File: src/rtl/fifo_b2s.sv
// fifo_b2s: 16-bit word FIFO unpacked into a 4-bit nibble stream.
// Define B2S_MSB_FIRST_EN to emit din[15:12] first instead of din[3:0].
module fifo_b2s #(
    parameter int DEPTH        = 8,
    parameter int PROG_FULL_TH = 6
) (
    input  logic        clk,
    input  logic        rst,
    input  logic [15:0] din,
    input  logic        din_en,
    output logic        full,
    output logic        prog_full,
    output logic [3:0]  dout,
    output logic        dout_en,
    input  logic        rd_en,
    output logic        empty
);

    localparam int AW = $clog2(DEPTH);
    localparam logic [AW:0] CNT_FULL = (AW+1)'(DEPTH);
    localparam logic [AW:0] CNT_PROG = (AW+1)'(PROG_FULL_TH);
    localparam logic [AW:0] CNT_ZERO = '0;

    typedef enum logic {
        S_IDLE,
        S_VALID
    } state_t;

    logic [15:0] mem [DEPTH];
    logic [AW:0] wr_ptr;
    logic [AW:0] rd_ptr;
    logic [AW:0] count;
    logic [15:0] sreg;
    logic [1:0]  idx;
    state_t      state;
    logic        wr_acc;
    logic        load;
    logic        have_word;

    assign have_word = (count != CNT_ZERO);
    assign full      = (count == CNT_FULL);
    assign prog_full = (count >= CNT_PROG);
    assign dout_en   = (state == S_VALID);
    assign empty     = !have_word && !dout_en;

    // full is sampled before any same-edge pop, so a pop never frees a slot early
    assign wr_acc = din_en && !full && !rst;

    // a word leaves the array when the unpacker is idle or finishing its last nibble
    always_comb begin
        load = 1'b0;
        if (have_word) begin
            unique case (state)
                S_IDLE:  load = 1'b1;
                S_VALID: load = rd_en && (idx == 2'd3);
            endcase
        end
    end

    // word storage; contents are deliberately left unreset
    always_ff @(posedge clk) begin
        if (wr_acc)
            mem[wr_ptr[AW-1:0]] <= din;
    end

    // write pointer and occupancy count; the count drives every flag
    always_ff @(posedge clk) begin
        if (rst) begin
            wr_ptr <= '0;
            count  <= '0;
        end else begin
            if (wr_acc)
                wr_ptr <= wr_ptr + 1'b1;
            case ({wr_acc, load})
                2'b10:   count <= count + 1'b1;
                2'b01:   count <= count - 1'b1;
                default: count <= count;
            endcase
        end
    end

    // unpacker FSM: holds one word and steps through its nibbles on rd_en
    always_ff @(posedge clk) begin
        if (rst) begin
            state  <= S_IDLE;
            idx    <= 2'd0;
            sreg   <= 16'h0000;
            rd_ptr <= '0;
        end else begin
            unique case (state)
                S_IDLE: begin
                    if (load) begin
                        sreg   <= mem[rd_ptr[AW-1:0]];
                        rd_ptr <= rd_ptr + 1'b1;
                        idx    <= 2'd0;
                        state  <= S_VALID;
                    end
                end
                S_VALID: begin
                    if (rd_en) begin
                        if (idx != 2'd3) begin
                            idx <= idx + 2'd1;
                        end else if (load) begin
                            sreg   <= mem[rd_ptr[AW-1:0]];
                            rd_ptr <= rd_ptr + 1'b1;
                            idx    <= 2'd0;
                        end else begin
                            state <= S_IDLE;
                        end
                    end
                end
            endcase
        end
    end

    // nibble select from the held word
    always_comb begin
        dout = 4'h0;
        case (idx)
`ifdef B2S_MSB_FIRST_EN
            2'd0: dout = sreg[15:12];
            2'd1: dout = sreg[11:8];
            2'd2: dout = sreg[7:4];
            2'd3: dout = sreg[3:0];
`else
            2'd0: dout = sreg[3:0];
            2'd1: dout = sreg[7:4];
            2'd2: dout = sreg[11:8];
            2'd3: dout = sreg[15:12];
`endif
            default: dout = 4'h0;
        endcase
    end

endmodule

File: config.mk
export PLATFORM = sky130hd
export DESIGN_NAME = fifo_b2s
export DESIGN_NICKNAME = d
export VERILOG_FILES = /design/src/rtl/fifo_b2s.sv
export SDC_FILE = /design/constraint.sdc
export NUM_CORES = 1
export LEC_CHECK = 0
export CORE_UTILIZATION = 40
export DETAILED_ROUTE_END_ITERATION = 7
export SKIP_CTS_REPAIR_TIMING = 1
export SYNTH_ARGS = -nofsm -noshare
export SYNTH_HDL_FRONTEND = slang
export SYNTH_SLANG_ARGS = --single-unit
File: constraint.sdc
create_clock -name clk -period 3.2 [get_ports clk]
set_input_delay 0.48 -clock clk [delete_from_list [all_inputs] [get_ports clk]]
set_output_delay 0.48 -clock clk [all_outputs]
set_load 0.02 [all_outputs]
==> metrics, run 1 <==
status=completed; worst vdd ir=0.430 mV; maxcap violations=0; relative slew slack=a little under two fifths; worst reg2reg startpoint=count[2]; worst skew pair latency=roughly 0.42 ns; Max Slew Vio Count=0; HPWL after detailed placement=~6800 um; Pwr Density=752 nW/um2; first-pass GRT wire length=~19,000 um; Reg2Reg Depth=10; die height=roughly 130 um; DRT Wirelength=approximately 12,000 um; initial antenna violation count=0; Crit path largest cell delay=~0.75 ns; Syn-to-layout area delta=17.5%; syn avg cell area=18.7 um2; CTS buffer count=17; Final #Nets=404; clock sinks=160; achievable frequency=~370 MHz; DR pass1 iterations=6; Setup violations, final=0; I/O pin total=28; Placed Cells=~570; WL/cell=19.3 um; #FFs+latches synth=160; Yosys top cell area share=61.3%; Finished Layout Cells=around 600; Critical Path Source Type=flop; synthesized net count=364; setup TNS=0 ns; critical path type=reg -> reg; Hold Path Class=reg -> reg; Final Skew=a little under 0.01 ns; gr usage total=between 15 and 20%; Max Buffers Root-to-Sink=2; die area=~16,000 um2; Synth top cells by count=128 x edfxtp_1, 32 x dfxtp_1, 32 x mux4_2; Worst Path Required=roughly 3.5 ns; PortBufs=27; reg-to-reg setup timing slack=around 0.48 ns; Post-synth EDFFs=approximately 130; share of layout cells above drive strength 1=around 26%; Core ar.=~15,000 um2; count leader, synth=edfxtp_1; worst path cell trace=or4b_2, nand2_1, or2_2, ha_1, xor2_1, ha_1, a21oi_1, xor2_1, or3_1, a21oi_1; register area share after synthesis=a little under three quarters; Max FO, Critical Path=9; Final ANT Viol Nets=0; Root Buffer=clkbuf_16; worst min-delay path endpoint=sreg[13]; pin count of the biggest net entering global routing=33; htree depth=4; Hold Startpoint=sreg[13]; # DRC=0; synthesized instance count=335; Netlist Area Pre-Place=roughly 6300 um2; minimum clock period=2.72 ns; leading area contributor after synthesis=edfxtp_1; DR vias/cell=5.15; top_reg_cell synth=edfxtp_1; antenna cells=0; static leakage=about 0.0024 uW; Worst EP arrival=3.06 ns; CTS tree=built; asr flop ratio synth=0%; Worst Tran Pin Value=~0.94 ns; Setup crit end kind=flop; vias=roughly 3k; routability cong.=roughly 0.79; final hold slack=just under 0.5 ns; Synth area leaders=edfxtp_1 61%, mux4_2 11%, dfxtp_1 10%; Initial Utilization=between 40% and 50%; Clock transition at path regs=around 0.060 ns; hold depth=1; slowest CP cell=or4b_2; final worst-path cycle share=85.1%; Detailed Route Iter0 Violations=about 200; Core Rows=45; RSZ-0062 raised after global routing=false; total gr overflow=0; reg-to-reg endpoint=count[2]; vias in the first global route=~3.2k; Final Hold Fails=0; unique cell type count in the Yosys netlist=38; Die Span X=about 130 um; synthesis warning total=0
[power by group]
group	total, uW	internal [uW]	leakage (uW)	switching [uW]
sequential	2610	2430	0.00142	180
clock	1850	1060	0.000259	782
combinational	1080	595	0.000736	484
total	5540	4090	0.00241	1450
[area by class of cell]
class	count	area (um2)
clock buffer	18	429
clock inverter	14	116
fill	1276	7900
inverter	7	26.3
multi-input combinational	151	1680
sequential	160	4490
tap	211	264
timing repair buffer	38	365
[kinds of logic (layout without fill, tap and decap cells)]
logic type	Yosys count	in the layout	synth area share (%)
buffers and inverters	24	77	1.88
AO/OA/AOI/OAI	36	36	4.39
multiplexers	55	55	15.5
flip-flops	160	160	71.5
adder cells (fa/ha/maj)	9	9	1.80
XOR/XNOR	6	6	0.838
AND/OR/NAND/NOR	45	45	4.05
[flip-flops by register name (all words and copies together), names as in the netlist, named ones only]
name	cells
mem	128
sreg	16
count	4
rd_ptr	3
wr_ptr	3
idx	2
dout_en	1
[routing by layer]
layer / share of wire [%] / global-route usage (%)
met5: 0 / 0
met1: 46 / 21.6
met4: 0.75 / 4.83
met2: 49 / 25.8
met3: 4.5 / 4.19
[worst max-delay path by stage]
stage	start	end	cells past startpoint
4_1_cts	count[2]	count[2]	10
5_1_grt	count[2]	count[2]	10
3_3_place_gp	din_en	count[3]	7
2_1_floorplan	count[1]	mem[0][0]	5
3_5_place_dp	din_en	count[3]	7
6_report	count[2]	count[2]	10
[cell usage in the layout (no fill, tap or decap), types with 2 or more instances in the layout]
master | netlist | routed
nor2b_1 | 6 | 6
nand3_1 | 4 | 4
clkinv_1 | 0 | 2
or3_1 | 3 | 3
nand2_1 | 3 | 3
nor3_2 | 0 | 2
mux4_2 | 32 | 32
mux2i_1 | 6 | 6
buf_4 | 0 | 10
nand2b_1 | 2 | 2
inv_1 | 7 | 7
a22o_1 | 16 | 16
dfxtp_1 | 32 | 31
a222oi_1 | 4 | 4
clkinv_2 | 0 | 4
ha_1 | 9 | 9
clkinvlp_4 | 0 | 4
mux2_2 | 17 | 17
xor2_1 | 5 | 5
clkbuf_16 | 0 | 17
edfxtp_1 | 128 | 128
nor2_1 | 16 | 16
o21ai_0 | 4 | 4
a21oi_1 | 7 | 7
clkdlybuf4s50_1 | 0 | 27
[worst max-delay path, delay by kind of cell (launching register included)]
| kind | cells | cell delay, ns |
|---|---|---|
| and+or+nand+nor | 4 | 1.35 |
| adders and majority gates | 2 | 0.40 |
| DFF | 1 | 0.38 |
| xor gates and xnor gates | 2 | 0.35 |
| AOI/OAI and AO/OA | 2 | 0.19 |
[per-stage QoR]
stage	power, uW	setup WS, ns	cell area [um2]	utilization, %
6_report	5540	0.476	7360	48.3
5_1_grt	5800	0.294	7360	48.3
4_1_cts	5590	0.473	7360	48.3
3_5_place_dp	3750	0.385	6820	44.7
3_3_place_gp	3720	0.424	6820	44.7
2_1_floorplan	3420	0.451	6270	-
Power figures use the tool's default switching activity.
==> inputs of run 2 (changes only) <==
--- a/config.mk
+++ b/config.mk
@@ -5,8 +5,11 @@
 export SDC_FILE = /design/constraint.sdc
 export NUM_CORES = 1
 export LEC_CHECK = 0
+export CAP_MARGIN = 20
+export CORE_ASPECT_RATIO = 1.4
 export CORE_UTILIZATION = 40
 export DETAILED_ROUTE_END_ITERATION = 7
+export REMOVE_ABC_BUFFERS = 1
 export SKIP_CTS_REPAIR_TIMING = 1
 export SYNTH_ARGS = -nofsm -noshare
 export SYNTH_HDL_FRONTEND = slang
==> run 2 against run 1 <==
Design area fell by 0.27%. Sequential share of layout area rose by 0.17 points. Via count rose by 0.19%. Core utilization rose by 0.099 points. Sequential power fell by 2%. Combinational power barely moved. Register-to-register slack got worse by 0.04 ns. Total power rose by 0.59%. Sequential cell count did not move. Global-route usage fell by 0.40 points. Critical path depth fell by 3. Non-clock buffer count did not move. Critical path type unchanged. Largest cell class unchanged. Highest routed layer unchanged.
==> metrics, run 2 (synthesis results as in run 1) <==
Critical Path Source Type=flop; Crit path max-delay family=simple AND/OR/NAND/NOR gates; Die Span X=108 um; Hold Path Class=reg -> reg; worst skew pair latency=0.42 ns; WP buf/inv=0; I/O pin total=28; Setup crit end kind=flop; Clock transition at path regs=0.06 ns; HPWL after detailed placement=6910 um; DRT Wirelength=approximately 12,000 um; CTS tree=built; Placed Cells=about 550; vias=3,089; Finished Layout Cells=580; first-pass GRT wire length=between 15,000 and 20,000 um; maxcap violations=0; total gr overflow=0; Syn-to-layout area delta=17.1%; static leakage=approximately 0.0024 uW; # DRC=0; Final Skew=0.00958 ns; CTS buffer count=17; antenna cells=0; Reg2Reg Depth=7; status=completed; final core occ=between 40% and 50%; worst path cell trace=or4b_2, nand2_1, or2_2, ha_1, or3_1, o32ai_1, mux2_2; die area=around 16,000 um2; routability cong.=~0.77; Final ANT Viol Nets=0; Pwr Density=758 nW/um2; Critical Path End=count[3]; gr usage total=between 10% and 20%; Levels on crit path=7; setup TNS=0 ns; Crit path largest cell delay=between 0.7 and 0.8 ns; Detailed Route Iter0 Violations=200; initial antenna violation count=0; PortBufs=27; Max FO, Critical Path=9; final worst-path cycle share=between 80% and 90%; worst vdd ir=about 0.44 mV; slowest CP cell=or4b_2; achievable frequency=361 MHz; DR pass1 iterations=4; RSZ-0062 raised after global routing=false; minimum clock period=approximately 2.8 ns; Max Buffers Root-to-Sink=2; Worst Path Required=approximately 3.5 ns; Final #Nets=roughly 400; Worst Setup SP=count[2]; die height=about 150 um; critical path type=reg -> reg; WL/cell=approximately 20 um; commonest non-fill, non-tap cell in the layout=edfxtp_1; Fillers=1,255; final hold slack=0.482 ns; relative slew slack=38.4%; reg-to-reg endpoint=count[3]; Max Slew Vio Count=0; Worst EP arrival=about 3.1 ns; Initial Utilization=between 40% and 50%; max FFs per register=approximately 130; htree depth=4; Core Rows=53; most frequent cells in the layout=128 x edfxtp_1, 32 x mux4_2, 31 x dfxtp_1, 27 x clkdlybuf4s50_1; Setup violations, final=0; clock sinks=between 150 and 200; Core ar.=15,200 um2; reg-to-reg setup timing slack=~0.43 ns; Worst Tran Pin Value=0.922 ns; worst reg2reg startpoint=count[2]; Root Buffer=clkbuf_16; vias in the first global route=roughly 3.2k; Final Hold Fails=0; pin count of the biggest net entering global routing=33; DR vias/cell=~5.3; share of layout cells above drive strength 1=25.8%
[run 2: changes by cell type in the layout (fill, tap and decap cells not counted)]
cell | before | now
clkinv_1 | 2 | 0
buf_12 | 1 | 0
clkinv_2 | 4 | 1
buf_4 | 10 | 11
clkinv_4 | 1 | 2
inv_6 | 1 | 4
clkbuf_1 | 1 | 2
[run 2: area by class of cell]
type / instances / area, um2 / share of cell area [%]
sequential: 160 / 4490 / 61.1
multi-input combinational: 151 / 1680 / 22.8
clock buffer: 19 / 433 / 5.90
timing repair buffer: 38 / 353 / 4.80
tap: 192 / 240 / 3.27
clock inverter: 13 / 129 / 1.75
inverter: 7 / 26.3 / 0.358
[run 2: worst min-delay path by stage]
stage / start / end / slack, ns / cells past startpoint
floorplan: sreg[12] / sreg[12] / 0.45 / 1
global route: sreg[8] / sreg[8] / 0.49 / 1
global placement: sreg[8] / sreg[8] / 0.46 / 1
CTS: sreg[6] / sreg[6] / 0.48 / 1
finish: sreg[6] / sreg[6] / 0.48 / 1
detailed placement: sreg[15] / sreg[15] / 0.47 / 1
[run 2: power by group]
part	switching (uW)	leakage, uW	internal (uW)	total (uW)
registers	142	0.00142	2430	2570
clock network	808	0.000263	1090	1890
logic	519	0.000734	585	1100
total	1470	0.00241	4100	5570
[run 2: stage by stage]
stage / total power, uW / cell area [um2] / setup WS [ns]
after detailed placement: 3740 / 6780 / 0.362
after global placement: 3700 / 6780 / 0.459
after global routing: 5820 / 7340 / 0.288
final: 5570 / 7340 / 0.433
after floorplan: 3370 / 6180 / 0.556
after CTS: 5630 / 7340 / 0.430
[run 2: routing by layer]
metal | global-route usage [%] | wire length (um) | vias to the layer above
met3 | 3.51 | 352 | 14
met4 | 6.37 | 217 | 0
met1 | 19.6 | 5040 | 1594
met5 | 0 | 0 | -
li1 | - | - | 1421
met2 | 26.2 | 5920 | 60
[run 2: worst register-to-register path, cell delays in order (launching register included)]
cell,delay [ns]
dfxtp_1,0.38
or4b_2,0.77
nand2_1,0.15
or2_2,0.14
ha_1,0.30
or3_1,0.40
o32ai_1,0.15
mux2_2,0.37
